<file path="src/rtl/piece_pkg.sv">
// Shared definitions for the active-piece controller: FSM states, action codes, piece types.
// PIECE_WALLKICK_EN adds the KICK_L/KICK_R rotation retry states.
package piece_pkg;

`ifdef PIECE_WALLKICK_EN
    typedef enum logic [3:0] {
        IDLE, SPAWN_CHK, READY, MOVE_CHK, HARD_CHK, LOCK, OVER, KICK_L, KICK_R
    } state_e;
`else
    typedef enum logic [2:0] {
        IDLE, SPAWN_CHK, READY, MOVE_CHK, HARD_CHK, LOCK, OVER
    } state_e;
`endif

    typedef enum logic [2:0] {ACT_ROT, ACT_L, ACT_R, ACT_DN, ACT_HD} act_e;

    localparam logic [2:0] I = 3'd0;
    localparam logic [2:0] O = 3'd1;
    localparam logic [2:0] T = 3'd2;
    localparam logic [2:0] S = 3'd3;
    localparam logic [2:0] Z = 3'd4;
    localparam logic [2:0] J = 3'd5;
    localparam logic [2:0] L = 3'd6;

    // States in which a candidate is presented on the check port.
    function automatic logic in_check(input state_e s);
        logic r;
        r = 1'b0;
        case (s)
            SPAWN_CHK, MOVE_CHK, HARD_CHK: r = 1'b1;
`ifdef PIECE_WALLKICK_EN
            KICK_L, KICK_R: r = 1'b1;
`endif
            default: r = 1'b0;
        endcase
        return r;
    endfunction

    // Out-of-range type codes fall back to the I piece.
    function automatic logic [2:0] legal_type(input logic [2:0] t);
        return (t > L) ? I : t;
    endfunction

endpackage

</file>
<file path="src/rtl/gravity_timer.sv">
// Gravity step generator: counts GRAV_DIV enabled cycles, then raises a sticky pend flag.
// A tick coinciding with ack keeps pend set so no step is lost.
module gravity_timer #(
    parameter int unsigned GRAV_DIV = 25000000
) (
    input  logic clk,
    input  logic rst,
    input  logic en,
    input  logic clr,
    input  logic ack,
    output logic pend
);

    localparam int unsigned CW = $clog2(GRAV_DIV);

    logic [CW-1:0] cnt_q, cnt_d;
    logic          pend_q, pend_d;
    logic          tick;

    always_comb begin
        cnt_d  = cnt_q;
        pend_d = pend_q;
        tick   = 1'b0;
        if (clr) begin
            cnt_d  = '0;
            pend_d = 1'b0;
        end else begin
            if (en) begin
                if (cnt_q == CW'(GRAV_DIV - 1)) begin
                    cnt_d = '0;
                    tick  = 1'b1;
                end else begin
                    cnt_d = cnt_q + CW'(1);
                end
            end
            if (ack) pend_d = 1'b0;
            if (tick) pend_d = 1'b1;
        end
    end

    always_ff @(posedge clk) begin
        if (rst) begin
            cnt_q  <= '0;
            pend_q <= 1'b0;
        end else begin
            cnt_q  <= cnt_d;
            pend_q <= pend_d;
        end
    end

    assign pend = pend_q;

endmodule

</file>
<file path="src/rtl/piece_ctrl.sv">
// Active-piece controller: gravity, user moves, hard drop and spawn, each validated by the board.
// Define PIECE_WALLKICK_EN to retry failed rotations one column left, then right.
module piece_ctrl
    import piece_pkg::*;
#(
    parameter int unsigned BOARD_W  = 10,
    parameter int unsigned BOARD_H  = 20,
    parameter int unsigned XW       = 5,
    parameter int unsigned YW       = 5,
    parameter int unsigned GRAV_DIV = 25000000,
    parameter int unsigned SPAWN_X  = 4
) (
    input  logic          clk,
    input  logic          rst,
    input  logic          start,
    input  logic          up,
    input  logic          down,
    input  logic          left,
    input  logic          right,
    input  logic          drop,
    input  logic [2:0]    next_type,
    output logic          chk_valid,
    output logic [XW-1:0] chk_x,
    output logic [YW-1:0] chk_y,
    output logic [2:0]    chk_type,
    output logic [1:0]    chk_dir,
    input  logic          chk_ready,
    input  logic          chk_ok,
    output logic          lock_valid,
    output logic [XW-1:0] x,
    output logic [YW-1:0] y,
    output logic [2:0]    ptype,
    output logic [1:0]    dir,
    output logic          game_over,
    output logic          busy
);

    state_e        state_q, state_d;
    act_e          act_q, act_d;
    logic [XW-1:0] x_q, x_d, cand_x_q, cand_x_d;
    logic [YW-1:0] y_q, y_d, cand_y_q, cand_y_d;
    logic [2:0]    ptype_q, ptype_d, cand_type_q, cand_type_d;
    logic [1:0]    dir_q, dir_d, cand_dir_q, cand_dir_d;

    logic at_left, at_right, at_bottom;
    logic grav_en, grav_clr, grav_ack, grav_pend;
    logic spawn_entry;

    assign at_left   = (x_q == '0);
    assign at_right  = (x_q == XW'(BOARD_W - 1));
    assign at_bottom = (y_q == YW'(BOARD_H - 1));

    gravity_timer #(
        .GRAV_DIV(GRAV_DIV)
    ) u_grav (
        .clk (clk),
        .rst (rst),
        .en  (grav_en),
        .clr (grav_clr),
        .ack (grav_ack),
        .pend(grav_pend)
    );

    always_comb begin
        state_d     = state_q;
        act_d       = act_q;
        x_d         = x_q;
        y_d         = y_q;
        ptype_d     = ptype_q;
        dir_d       = dir_q;
        cand_x_d    = cand_x_q;
        cand_y_d    = cand_y_q;
        cand_type_d = cand_type_q;
        cand_dir_d  = cand_dir_q;
        grav_ack    = 1'b0;

        case (state_q)
            IDLE, OVER: begin
                if (start) state_d = SPAWN_CHK;
            end

            SPAWN_CHK: begin
                if (chk_ready) begin
                    if (chk_ok) begin
                        x_d     = cand_x_q;
                        y_d     = cand_y_q;
                        ptype_d = cand_type_q;
                        dir_d   = cand_dir_q;
                        state_d = READY;
                    end else begin
                        state_d = OVER;
                    end
                end
            end

            READY: begin
                cand_x_d    = x_q;
                cand_y_d    = y_q;
                cand_type_d = ptype_q;
                cand_dir_d  = dir_q;
                // One action per cycle; a rejected move still consumes the cycle.
                if (drop) begin
                    act_d = ACT_HD;
                    if (at_bottom) begin
                        state_d = LOCK;
                    end else begin
                        cand_y_d = y_q + YW'(1);
                        state_d  = HARD_CHK;
                    end
                end else if (up) begin
                    act_d      = ACT_ROT;
                    cand_dir_d = dir_q + 2'd1;
                    state_d    = MOVE_CHK;
                end else if (left) begin
                    if (!at_left) begin
                        act_d    = ACT_L;
                        cand_x_d = x_q - XW'(1);
                        state_d  = MOVE_CHK;
                    end
                end else if (right) begin
                    if (!at_right) begin
                        act_d    = ACT_R;
                        cand_x_d = x_q + XW'(1);
                        state_d  = MOVE_CHK;
                    end
                end else if (down || grav_pend) begin
                    act_d    = ACT_DN;
                    grav_ack = 1'b1;
                    if (at_bottom) begin
                        state_d = LOCK;
                    end else begin
                        cand_y_d = y_q + YW'(1);
                        state_d  = MOVE_CHK;
                    end
                end
            end

            MOVE_CHK: begin
                if (chk_ready) begin
                    if (chk_ok) begin
                        x_d     = cand_x_q;
                        y_d     = cand_y_q;
                        dir_d   = cand_dir_q;
                        state_d = READY;
                    end else if (act_q == ACT_DN) begin
                        state_d = LOCK;
`ifdef PIECE_WALLKICK_EN
                    end else if (act_q == ACT_ROT && !at_left) begin
                        cand_x_d = x_q - XW'(1);
                        state_d  = KICK_L;
                    end else if (act_q == ACT_ROT && !at_right) begin
                        cand_x_d = x_q + XW'(1);
                        state_d  = KICK_R;
`endif
                    end else begin
                        state_d = READY;
                    end
                end
            end

            HARD_CHK: begin
                if (chk_ready) begin
                    if (chk_ok) begin
                        y_d = cand_y_q;
                        if (cand_y_q == YW'(BOARD_H - 1)) begin
                            state_d = LOCK;
                        end else begin
                            cand_y_d = cand_y_q + YW'(1);
                        end
                    end else begin
                        state_d = LOCK;
                    end
                end
            end

            LOCK: begin
                state_d = SPAWN_CHK;
            end

`ifdef PIECE_WALLKICK_EN
            KICK_L: begin
                if (chk_ready) begin
                    if (chk_ok) begin
                        x_d     = cand_x_q;
                        dir_d   = cand_dir_q;
                        state_d = READY;
                    end else if (!at_right) begin
                        cand_x_d = x_q + XW'(1);
                        state_d  = KICK_R;
                    end else begin
                        state_d = READY;
                    end
                end
            end

            KICK_R: begin
                if (chk_ready) begin
                    if (chk_ok) begin
                        x_d   = cand_x_q;
                        dir_d = cand_dir_q;
                    end
                    state_d = READY;
                end
            end
`endif

            default: begin
                state_d = IDLE;
            end
        endcase

        // next_type is captured once, on the way into the spawn check.
        if (spawn_entry) begin
            cand_x_d    = XW'(SPAWN_X);
            cand_y_d    = '0;
            cand_type_d = legal_type(next_type);
            cand_dir_d  = '0;
        end
    end

    assign spawn_entry = (state_d == SPAWN_CHK) && (state_q != SPAWN_CHK);
    assign grav_clr    = spawn_entry;
    assign grav_en     = (state_q == READY) || (in_check(state_q) && state_q != SPAWN_CHK);

    always_ff @(posedge clk) begin
        if (rst) begin
            state_q     <= IDLE;
            act_q       <= ACT_ROT;
            x_q         <= '0;
            y_q         <= '0;
            ptype_q     <= '0;
            dir_q       <= '0;
            cand_x_q    <= '0;
            cand_y_q    <= '0;
            cand_type_q <= '0;
            cand_dir_q  <= '0;
        end else begin
            state_q     <= state_d;
            act_q       <= act_d;
            x_q         <= x_d;
            y_q         <= y_d;
            ptype_q     <= ptype_d;
            dir_q       <= dir_d;
            cand_x_q    <= cand_x_d;
            cand_y_q    <= cand_y_d;
            cand_type_q <= cand_type_d;
            cand_dir_q  <= cand_dir_d;
        end
    end

    assign chk_valid  = in_check(state_q);
    assign chk_x      = cand_x_q;
    assign chk_y      = cand_y_q;
    assign chk_type   = cand_type_q;
    assign chk_dir    = cand_dir_q;
    assign lock_valid = (state_q == LOCK);
    assign x          = x_q;
    assign y          = y_q;
    assign ptype      = ptype_q;
    assign dir        = dir_q;
    assign game_over  = (state_q == OVER);
    assign busy       = !(state_q == IDLE || state_q == READY || state_q == OVER);

endmodule

</file>
<file path="config.mk">
export PLATFORM = sky130hd
export DESIGN_NAME = piece_ctrl
export DESIGN_NICKNAME = d
export VERILOG_FILES = /design/src/rtl/piece_pkg.sv /design/src/rtl/gravity_timer.sv /design/src/rtl/piece_ctrl.sv
export SDC_FILE = /design/constraint.sdc
export NUM_CORES = 1
export LEC_CHECK = 0
export CORE_UTILIZATION = 35
export CTS_BUF_LIST = sky130_fd_sc_hd__clkbuf_2
export DETAILED_ROUTE_END_ITERATION = 10
export PLACE_DENSITY = 0.58
export SYNTH_ARGS = -nofsm -noshare
export SYNTH_HDL_FRONTEND = slang
export SYNTH_HIERARCHICAL = 1
export SYNTH_SLANG_ARGS = --single-unit
</file>
<file path="constraint.sdc">
create_clock -name clk -period 3.3 [get_ports clk]
set_input_delay 0.66 -clock clk [delete_from_list [all_inputs] [get_ports clk]]
set_output_delay 0.66 -clock clk [all_outputs]
set_load 0.02 [all_outputs]
</file>
; After elaboration in Yosys (flattened, before gate mapping)
; Index checks and enable logic that the tools add are counted.
[word_totals]
regBits = 62
in_bits = 13
[op_classes]
add_sub_neg = 6
order_cmp = 1
n_eq_ne = 18
n_mux = 62
n_reduce_logical = 22
[op_table]
columns = cell, n
row1 = two-way mux 3 bit, 29
row2 = two-way mux 5 bit, 15
row3 = "adder 25 x 1 -> 25 bit, second input constant", 1
row4 = "equality test 25 bit, second input constant", 1
row5 = two-way mux 25 bit, 1
row6 = case mux 3 bit (6 select lines), 1
row7 = "adder 5 x 1 -> 5 bit, second input constant", 3
row8 = two-way mux 1 bit, 13
row9 = "equality test 5 bit, second input constant", 2
row10 = case mux 5 bit (2 select lines), 1
row11 = "equality test 3 x 2 -> 1 bit, second input constant", 3
row12 = "equality test 3 bit, second input constant", 3
row13 = AND reduction 3 bit, 3
row14 = AND reduction 4 bit, 2
row15 = "equality test 3 x 1 -> 1 bit, second input constant", 2
row16 = "inequality test 2 bit, second input constant", 3
row17 = nonzero test 2 bit, 3
row18 = OR reduction 2 bit, 3
row19 = "equality test 5 x 4 -> 1 bit, second input constant", 1
row20 = logical NOT 5 bit, 1
row21 = "inequality test 5 bit, second input constant", 1
row22 = nonzero test 5 bit, 1
row23 = "subtractor 5 x 1 -> 5 bit, second input constant", 1
row24 = logical OR 1 bit, 4
row25 = other kinds (9), 11

; Longest topological paths before layout
; Gate-level depths: netlist of the first run.
[depth]
ltp_word = 12
depth_mapped = 13

; Hierarchy
; Netlist of the first run, hierarchy kept.
[by_module_without_submodules]
columns = module, n_inst, cells_per_inst, area_per_inst_um2, seq_area_each_um2
row1 = piece_ctrl, 1, 290, 2282.2, 720.7
row2 = gravity_timer, 1, 144, 1265.0, 520.5

; Worst setup path after synthesis of the first run
; OpenSTA, ideal clock, no wires.
[synth_path]
kind = reg-to-reg
start = reg state_q[1]
end = reg u_grav.cnt_q[24]
t_arrival_ps = 2756
slack_ps = 474
stages_incl_launch_ff = 11
path_buffers = 4
period_less_slack_ps = 2826
cell_sequence = dfxtp_1 -> buf_6 -> or3b_1 -> clkbuf_1 -> clkbuf_1 -> nand2b_1 -> buf_4 -> nand3_1 -> or4_1 -> or4_1 -> a21oi_1
[synth_between]
word_cells_on_any_way = 30
classes_between = eq/ne (8) / mux (15) / reduce/logical (7)
[synth_rtl]
columns = item, line_no
row1 = from (decl), piece_ctrl.sv:38  ; state_e state_q, state_d;
row2 = from (signal assigned), piece_ctrl.sv:238  ; state_q <= state_d;
row3 = equality test 3 x 1 -> 1 bit (tied with other cells), piece_pkg.sv:29  ; case (s)
row4 = OR reduction 3 bit (no source line), --
row5 = two-way mux 1 bit, piece_pkg.sv:29
row6 = logical AND 1 bit, piece_ctrl.sv:223  ; assign grav_en = (state_q == READY) || (in_check(state_q) && state_q != SPAWN_CHK);
row7 = logical OR 1 bit *, piece_ctrl.sv:223
row8 = named net grav_en, piece_ctrl.sv:46  ; logic grav_en, grav_clr, grav_ack, grav_pend;
row9 = to (signal assigned), gravity_timer.sv:46  ; cnt_q <= cnt_d;
row10 = to (decl), gravity_timer.sv:16  ; logic [CW-1:0] cnt_q, cnt_d;
; Mark *: on every way through the listed nets, which the timed path passes. The rest lies on a longest branch.
; A chain may end at the register's enable or synchronous reset.

; Worst setup path in the final report of the first run
[layout_path]
start = reg x_q[1], in the netlist x[1]
end = reg u_grav.cnt_q[24]
[layout_between]
elab_chain_len = 10
word_cells_on_any_way = 12
classes_between = eq/ne (2) / mux (7) / reduce/logical (3)
[layout_lines]
columns = item, line_no
row1 = from (decl), piece_ctrl.sv:40  ; logic [XW-1:0] x_q, x_d, cand_x_q, cand_x_d;
row2 = from (signal assigned), piece_ctrl.sv:229  ; x_q <= '0;
row3 = from (signal assigned), piece_ctrl.sv:240  ; x_q <= x_d;
row4 = equality test 5 x 4 -> 1 bit, piece_ctrl.sv:50  ; assign at_right = (x_q == XW'(BOARD_W - 1));
row5 = two-way mux 3 bit, piece_ctrl.sv:121  ; if (!at_right) begin
row6 = two-way mux 3 bit, piece_ctrl.sv:120  ; end else if (right) begin
row7 = two-way mux 3 bit *, piece_ctrl.sv:114  ; end else if (left) begin
row8 = two-way mux 3 bit *, piece_ctrl.sv:110  ; end else if (up) begin
row9 = two-way mux 3 bit *, piece_ctrl.sv:102  ; if (drop) begin
row10 = case mux 3 bit (6 select lines) *, piece_ctrl.sv:77  ; case (state_q)
row11 = equality test 3 x 1 -> 1 bit *, piece_ctrl.sv:221  ; assign spawn_entry = (state_d == SPAWN_CHK) && (state_q != SPAWN_CHK);
row12 = logical AND 1 bit *, piece_ctrl.sv:221
row13 = named net grav_clr, piece_ctrl.sv:46
row14 = OR reduction 2 bit (no source line) *, --
; Marked as above.

==> results.cfg, run 1 <==
[global_routing]
grt_pass1_vias = 3168
grt_start_max_net_pins = 24
grt_pass1_wl_um = 15000
antenna_found_initial = 0
grt_overflow = 0
track_usage_pct = 18.4

[timing]
fin_tns_setup_ns = 0
fin_skew_ns = 0.0354
clock.fmax_mhz = 343
tightest_slew_ns = 0.824
fin_crit_sh_pct = 88.3
holdWs_ns = 0.471
rsz0062_at_grt = false
setup_viol = 0
worst_slack_ns = 0.386
maxSlewViolCount = 0
hold_viol_final = 0
slew_headroom_pct = 44.9
fin_crit_ns = 2.91

[detailed_routing]
wl_um = 8990
drc = 0
first_pass_iters = 5
ant_nets = 0
drtIter0Drc = 151
drt-vias-per-instance = 5.25
wire_per_inst_um = 14.4
num_vias = 3284

[floorplan]
start_util_pct = 36.1
die-area_um2 = 10500
core_area_um2 = 9820
die_w_um = 103
die_h_um = 103
ioPinCount = 47
core.rowCount = 36

[worst_setup_path]
slowest_stage = dfxtp_1
path_cells = inv_1, ha_1, or4b_1, nor2_8, a2111o_1, a21o_1, or2_2, inv_2, nor2_1, o41ai_4, buf_12, a21oi_1
cp_max_fo = 14
critPathBufInv = 3
cp-start-kind = flip-flop
reg2reg_depth = 12
r2r_start = x[1]
slowest_delay_ns = 0.49
crit_path_end_kind = flip-flop
worstPathArrival_ns = 3.28
cp_top_family = compound AO/OA/AOI/OAI gates
r2r_setup_slack_ns = 0.39
crit_type = flip-flop to flip-flop
required_ns = 3.67
worstReg2RegEnd = u_grav/cnt_q[24]

[placement]
place_congestion = 0.833
dp_worst_setup_slack_ns = 0.0805
io_buffers = 46
dp_hpwl_um = 6470

[final_layout]
fin_nets = 508
fill_cells = 1047
drive_gt1_share_pct = 11.6
layout_commonest_cell = dfxtp_1
area_growth_pct = 21.1
antenna_cells = 0
final_cell_mix = 62 x dfxtp_1, 55 x nand2_1, 46 x clkdlybuf4s50_1, 42 x nor2_1, 40 x a21oi_1
finalCoreUtilization_pct = 43.7

[yosys]
yosysTopAreaCell = dfxtp_1
yosysTopAreaCellShare_pct = 35.0
synth-seq-cells = 62
synth_ff_type = dfxtp_1
ys_async_sr_fraction_pct = 0
yosys-top-cells-area = dfxtp_1 35%, nand2_1 5.8%, a21oi_1 5.6%
syn_inst = 434
synth.cell_area_um2 = 3550
ys.warnings.count = 6
syn_avg_cell_area_um2 = 8.17
synth_edf_count = 0
syn_nets = 454
ys_types = 65
synth_seq_area_share_pct = 35.0

[power]
powerDensity_nw_per_um2 = 424
p_switching_mw = 0.631
total_power_mw = 1.82
p_seq_share_pct = 44.9
switching_share_pct = 34.6
pwr-share-comb_pct = 29.3
p_int_mw = 1.19
p_leak_nw = 1.43
ir_drop_v = 0.000150
pwr-share-clk_pct = 25.8

[clock_tree]
clk_pin_slew_worst_paths_ns = 0.19
tritoncts = yes
cts.htree.levels = 3
ctsHoldBuffers = 0
numCtsBuffers = 9
clock-sinks = 62
post_cts_buffers = 0
clock_latency_ns = 0.49
clock_path_buffers = 2
cts_root_buf = clkbuf_2
cts_resized = 0

[worst_hold_path]
min_path_cells = 2
hp-class = flip-flop to flip-flop
holdPathEnd = ptype[1]
hold_path.startpoint = chk_type[1]

[run_status]
outcome = completed

[job]
maxCapViolCount = 0
## worst max-delay path by stage
stage,slack (ns),start,cells past startpoint,to
2_1_floorplan,0.47,state_q[1],10,u_grav/cnt_q[24]
3_3_place_gp,0.17,chk_ready,11,u_grav/cnt_q[20]
3_5_place_dp,0.08,drop,11,u_grav/cnt_q[14]
4_1_cts,0.39,state_q[0],4,chk_valid
5_1_grt,0.22,x[1],12,u_grav/cnt_q[15]
6_report,0.39,x[1],12,u_grav/cnt_q[24]
## cells by family (layout without fill, tap and decap cells)
group                      Yosys count  in the layout  synth area share, %
AOI/OAI and AO/OA                  111            111                 20.5
DFF                                 62             62                 35.0
buffers and inverters               34             93                 5.43
and+or+nand+nor                    191            191                 29.0
muxes                               12             12                 3.42
xor gates and xnor gates            17             17                 4.20
adders and majority gates            7              7                 2.47
## layer usage
layer	vias up	global-route usage (%)	wire (um)
met5	-	0	0
met4	0	6.04	129
met3	12	4.88	266
met2	50	31.2	4400
met1	1526	22.6	4200
li1	1696	-	-
## cell usage after synthesis (8+ instances only)
library cell / number
nor2_1: 42
nor3_1: 9
nand3_1: 15
mux2i_1: 11
inv_1: 8
or4_1: 12
o31ai_1: 8
a21oi_1: 40
nand4_1: 13
o21ai_0: 22
nand2_1: 55
dfxtp_1: 62
clkbuf_1: 13
xnor2_1: 10
## flip-flops by register name, summed over array words and instances (netlist names)
register / count
u_grav/pend: 1
y: 5
chk_y: 5
u_grav/cnt_q: 25
x: 5
chk_dir: 2
act_q: 3
ptype: 3
chk_x: 5
dir: 2
state_q: 3
chk_type: 3
## worst min-delay path, cell delays in order, from the launching register on
cell,delay [ns]
dfxtp_1,0.36
nand2_1,0.06
a21oi_1,0.05
## area by class of cell
class                           instances  area, um^2  share of cell area [%]
Clock buffer                           11        55.1                    1.28
Timing Repair Buffer                   67         631                    14.7
Multi-Input combinational cell        338        2110                    49.2
Tap cell                              133         166                    3.88
Clock inverter                          5        50.0                    1.17
Inverter                               10        37.5                   0.874
Sequential cell                        62        1240                    28.9
## power by group through the flow
| stage | logic, mW | clock network [mW] | registers, mW |
|---|---|---|---|
| 2_1_floorplan | 0.332 | 0 | 0.846 |
| 3_3_place_gp | 0.530 | 0 | 0.834 |
| 3_5_place_dp | 0.535 | 0 | 0.835 |
| 4_1_cts | 0.536 | 0.490 | 0.819 |
| 5_1_grt | 0.581 | 0.530 | 0.825 |
| 6_report | 0.534 | 0.470 | 0.819 |
## stage by stage
stage                     cell area, um^2  std cells
after global routing                 4290        626
after global placement               4190        610
after floorplan                      3550        434
after CTS                            4290        626
final                                4290        626
after detailed placement             4190        610
Note: power is estimated with default switching activity, not from simulation.
==> run 2, diff against run 1 <==
- PLACE_DENSITY: 0.58 -> default
- SKIP_CTS_REPAIR_TIMING: default -> 1
==> run 2 against run 1 <==
Cell area grew 0.32%. Largest power group unchanged. Non-clock buffer count up 4. Combinational power down 0.7%. Worst setup slack gained 0.066 ns. Utilization up 0.14 points. Hold slack improved by 0.019 ns. Wire length is 0.99% lower. Register-to-register slack better by 0.10 ns. Via count rose by 2.7%.
==> results.cfg, run 2 (synthesized netlist as in run 1, its figures left out) <==
[timing]
slew_headroom_pct = 37.6
hold_viol_final = 0
clock.fmax_mhz = 351
fin_skew_ns = 0.0408
maxSlewViolCount = 0
setup_viol = 0
fin_crit_ns = 2.85
rsz0062_at_grt = false
holdWs_ns = 0.490
worst_slack_ns = 0.452
tightest_slew_ns = 0.933
fin_crit_sh_pct = 86.3

[worst_setup_path]
r2r_start = x[0]
critPathBufInv = 2
slowest_delay_ns = 0.60
slowest_stage = clkdlybuf4s50_1
r2r_setup_slack_ns = 0.49
crit_type = flip-flop to output port
reg2reg_depth = 12
crit_path_start = state_q[1]
critPathCapture = chk_valid
crit_path_end_kind = output port
cp_max_fo = 13
worstReg2RegEnd = u_grav/cnt_q[8]
path_cells = or3b_1, buf_4, nand2_1, clkdlybuf4s50_1
required_ns = 2.64
cp_top_family = buffers and inverters
worstPathArrival_ns = 2.19
cp.depth = 4
cp-start-kind = flip-flop

[final_layout]
antenna_cells = 0
fin_nets = 512
finalCoreUtilization_pct = 43.9
largest_reg_flops = 25
area_growth_pct = 21.4
layout_commonest_cell = dfxtp_1
drive_gt1_share_pct = 11.9
regMostFlops = u_grav/cnt_q
final_cell_mix = 62 x dfxtp_1, 55 x nand2_1, 46 x clkdlybuf4s50_1, 42 x nor2_1, 40 x a21oi_1

[global_routing]
grt_pass1_wl_um = 14900
antenna_found_initial = 0
track_usage_pct = 17.9
grt_start_max_net_pins = 18
grt_pass1_vias = 3223
grt_overflow = 0

[clock_tree]
clock_path_buffers = 2
clock-sinks = 62
cts_root_buf = clkbuf_2
clock_latency_ns = 0.49
numCtsBuffers = 9
tritoncts = yes
clk_pin_slew_worst_paths_ns = 0.19
cts.htree.levels = 3

[run_status]
outcome = completed

[power]
pwr-share-comb_pct = 29.6
switching_share_pct = 34.2
p_seq_share_pct = 45.7
p_int_mw = 1.18
p_leak_nw = 1.44
total_power_mw = 1.79
ir_drop_v = 0.000202
pwr-share-clk_pct = 24.8
powerDensity_nw_per_um2 = 416
p_switching_mw = 0.613

[floorplan]
ioPinCount = 47
core_area_um2 = 9820
start_util_pct = 36.1
die-area_um2 = 10500
die_h_um = 103
core.rowCount = 36
die_w_um = 103

[placement]
dp_worst_setup_slack_ns = -0.0152
io_buffers = 46
place_congestion = 0.844
dp_hpwl_um = 6460

[detailed_routing]
wire_per_inst_um = 14.2
wl_um = 8900
drc = 0
ant_nets = 0
num_vias = 3373
drtIter0Drc = 137
first_pass_iters = 5
drt-vias-per-instance = 5.36

[job]
maxCapViolCount = 0

[worst_hold_path]
hp-class = flip-flop to flip-flop
hold_path.startpoint = chk_dir[0]
==> run 2: cell type report <==
| cell class | instances | area, um^2 |
|---|---|---|
| clock buffer | 10 | 50.0 |
| fill | 1058 | 5510 |
| inverter | 10 | 37.5 |
| timing repair buffer | 71 | 648 |
| clock inverter | 5 | 51.3 |
| multi-input combinational | 338 | 2110 |
| tap | 133 | 166 |
| sequential | 62 | 1240 |
==> run 2: power groups by stage <==
stage               Combinational, mW  Sequential (mW)  Clock (mW)
floorplan                       0.332            0.846           0
global placement                0.522            0.835           0
detailed placement              0.530            0.836           0
CTS                             0.531            0.820       0.463
global route                    0.574            0.827       0.494
finish                          0.530            0.819       0.444
==> run 2: how the worst min path moves through the flow <==
stage / end / slack, ns / cells after the start
after floorplan: act_q[1] / 0.45 / 2
after detailed placement: dir[0] / 0.47 / 2
after global placement: x[0] / 0.46 / 2
after global routing: dir[0] / 0.51 / 2
final: dir[0] / 0.49 / 2
after CTS: dir[0] / 0.49 / 2
==> run 2: stage by stage <==
stage	cells	cell area, um^2	setup TNS (ns)
finish	629	4310	0
floorplan	434	3550	0
CTS	629	4310	0
global route	629	4310	0
detailed placement	614	4210	-0.0152
global placement	614	4210	0
==> run 2: worst min-delay path, delay by kind of cell, from the launching register on <==
family | cells | cell delay [ns]
and+or+nand+nor | 1 | 0.06
AOI/OAI and AO/OA | 1 | 0.05
DFF | 1 | 0.36
==> run 2: metal layers <==
layer / track usage (%) / vias up / part of all wire (%)
met3: 3.59 / 15 / 3.1
met4: 6.70 / 0 / 2.1
met5: 0 / - / 0
met1: 21.6 / 1587 / 46
met2: 31.3 / 68 / 49
li1: - / 1703 / -
==> run 3, diff against run 2 <==
- ABC_CLOCK_PERIOD_IN_PS: default -> 3300
- CORE_ASPECT_RATIO: default -> 1.2
==> run 3 against run 2 <==
Cell area is 1.1% lower. Clock power hardly changed. Register-to-register slack worse by 0.18 ns. Sequential power hardly changed. Wire length up 1.4%. Hold slack got worse by 0.022 ns.
==> results.cfg, run 3 (synthesized netlist as in run 1, its figures left out) <==
[clock_tree]
clk_pin_slew_worst_paths_ns = 0.17
clock-sinks = 62
cts.htree.levels = 3
clock_path_buffers = 2
tritoncts = yes
numCtsBuffers = 9
clock_latency_ns = 0.49
cts_root_buf = clkbuf_2

[timing]
slew_headroom_pct = 47.8
hold_viol_final = 0
setup_viol = 0
fin_tns_setup_ns = 0
fin_crit_sh_pct = 90.6
rsz0062_at_grt = false
maxSlewViolCount = 0
clock.fmax_mhz = 334
fin_crit_ns = 2.99
fin_skew_ns = 0.0212
tightest_slew_ns = 0.780

[detailed_routing]
wl_um = 9030
wire_per_inst_um = 14.7
drtIter0Drc = 121
drc = 0
first_pass_iters = 4
ant_nets = 0
num_vias = 3394
drt-vias-per-instance = 5.52

[final_layout]
antenna_cells = 0
area_growth_pct = 20.1
largest_reg_flops = 25
regMostFlops = u_grav/cnt_q
final_cell_mix = 62 x dfxtp_1, 55 x nand2_1, 46 x clkdlybuf4s50_1, 42 x nor2_1, 40 x a21oi_1
fin_nets = 507
layout_commonest_cell = dfxtp_1
fin_area_um2 = 4260
drive_gt1_share_pct = 11.0

[placement]
placedInstanceArea_um2 = 4160
io_buffers = 46
place_congestion = 0.826
dp_hpwl_um = 6550

[worst_setup_path]
required_ns = 3.68
crit_type = flip-flop to flip-flop
cp_max_fo = 15
crit_path_end_kind = flip-flop
cp-start-kind = flip-flop
worstPathArrival_ns = 3.37

[floorplan]
start_util_pct = 36.7
die_w_um = 93.9
ioPinCount = 47
die_h_um = 112
core.rowCount = 39
core_area_um2 = 9660
die-area_um2 = 10500

[run_status]
outcome = completed

[power]
p_leak_nw = 1.42
powerDensity_nw_per_um2 = 419
ir_drop_v = 0.000183
total_power_mw = 1.79

[job]
maxCapViolCount = 0

[global_routing]
grt_pass1_wl_um = 15000
track_usage_pct = 18.0
grt_start_max_net_pins = 18
grt_overflow = 0
grt_pass1_vias = 3204
antenna_found_initial = 0

[worst_hold_path]
hp-class = flip-flop to flip-flop
[run 3: cell types whose count changed in the layout (fill, tap and decap cells not counted)]
| cell | previous run | this run |
|---|---|---|
| clkinv_1 | 2 | 3 |
| clkinvlp_4 | 1 | 0 |
| clkinv_2 | 2 | 3 |
| buf_4 | 25 | 20 |
[run 3: final cells by class]
class | instances | area [um^2]
sequential | 62 | 1240
tap | 123 | 154
inverter | 10 | 37.5
multi-input combinational | 338 | 2110
timing repair buffer | 66 | 611
fill | 989 | 5400
clock buffer | 10 | 50.0
clock inverter | 6 | 52.6
[run 3: path summary, 6_finish.rpt]
| check | start | end | slack (ns) | depth (start not counted) |
|---|---|---|---|---|
| setup / recovery | x[0] | u_grav/cnt_q[22] | 0.31 | 12 |
| hold / removal | chk_dir[1] | dir[1] | 0.47 | 2 |
| setup reg to reg | x[0] | u_grav/cnt_q[22] | 0.31 | 12 |
| hold reg to reg | chk_dir[1] | dir[1] | 0.47 | 2 |
[run 3: critical path, cell delays in order (launching register included)]
cell,delay (ns)
dfxtp_1,0.52
inv_1,0.11
ha_1,0.20
or4b_1,0.40
nor2_8,0.05
a2111o_1,0.45
a21o_1,0.20
or2_2,0.29
inv_2,0.09
nor2_1,0.08
o41ai_4,0.18
buf_4,0.27
a21oi_1,0.05
[run 3: through the flow]
| stage | setup WS [ns] | utilization [%] | instances | hold slack, ns |
|---|---|---|---|---|
| after floorplan | 0.474 | - | 434 | 0.446 |
| after global placement | 0.109 | 43.0 | 599 | 0.461 |
| after detailed placement | 0.0129 | 43.0 | 599 | 0.462 |
| after CTS | 0.300 | 44.1 | 615 | 0.478 |
| after global routing | 0.0647 | 44.1 | 615 | 0.508 |
| final | 0.309 | 44.1 | 615 | 0.468 |
[run 3: where the power goes]
| group | internal (mW) | leakage, nW | switching (mW) |
|---|---|---|---|
| clock network | 0.170 | 0.0705 | 0.276 |
| logic | 0.221 | 0.848 | 0.301 |
| registers | 0.782 | 0.500 | 0.0360 |
| total | 1.17 | 1.42 | 0.612 |
[run 3: layer usage]
metal,up-vias,part of all wire [%],global-route usage [%]
met3,12,3.5,2.98
met2,75,50,30.9
met4,0,1.8,8.41
li1,1691,-,-
met5,-,0,0
met1,1616,44,21.6
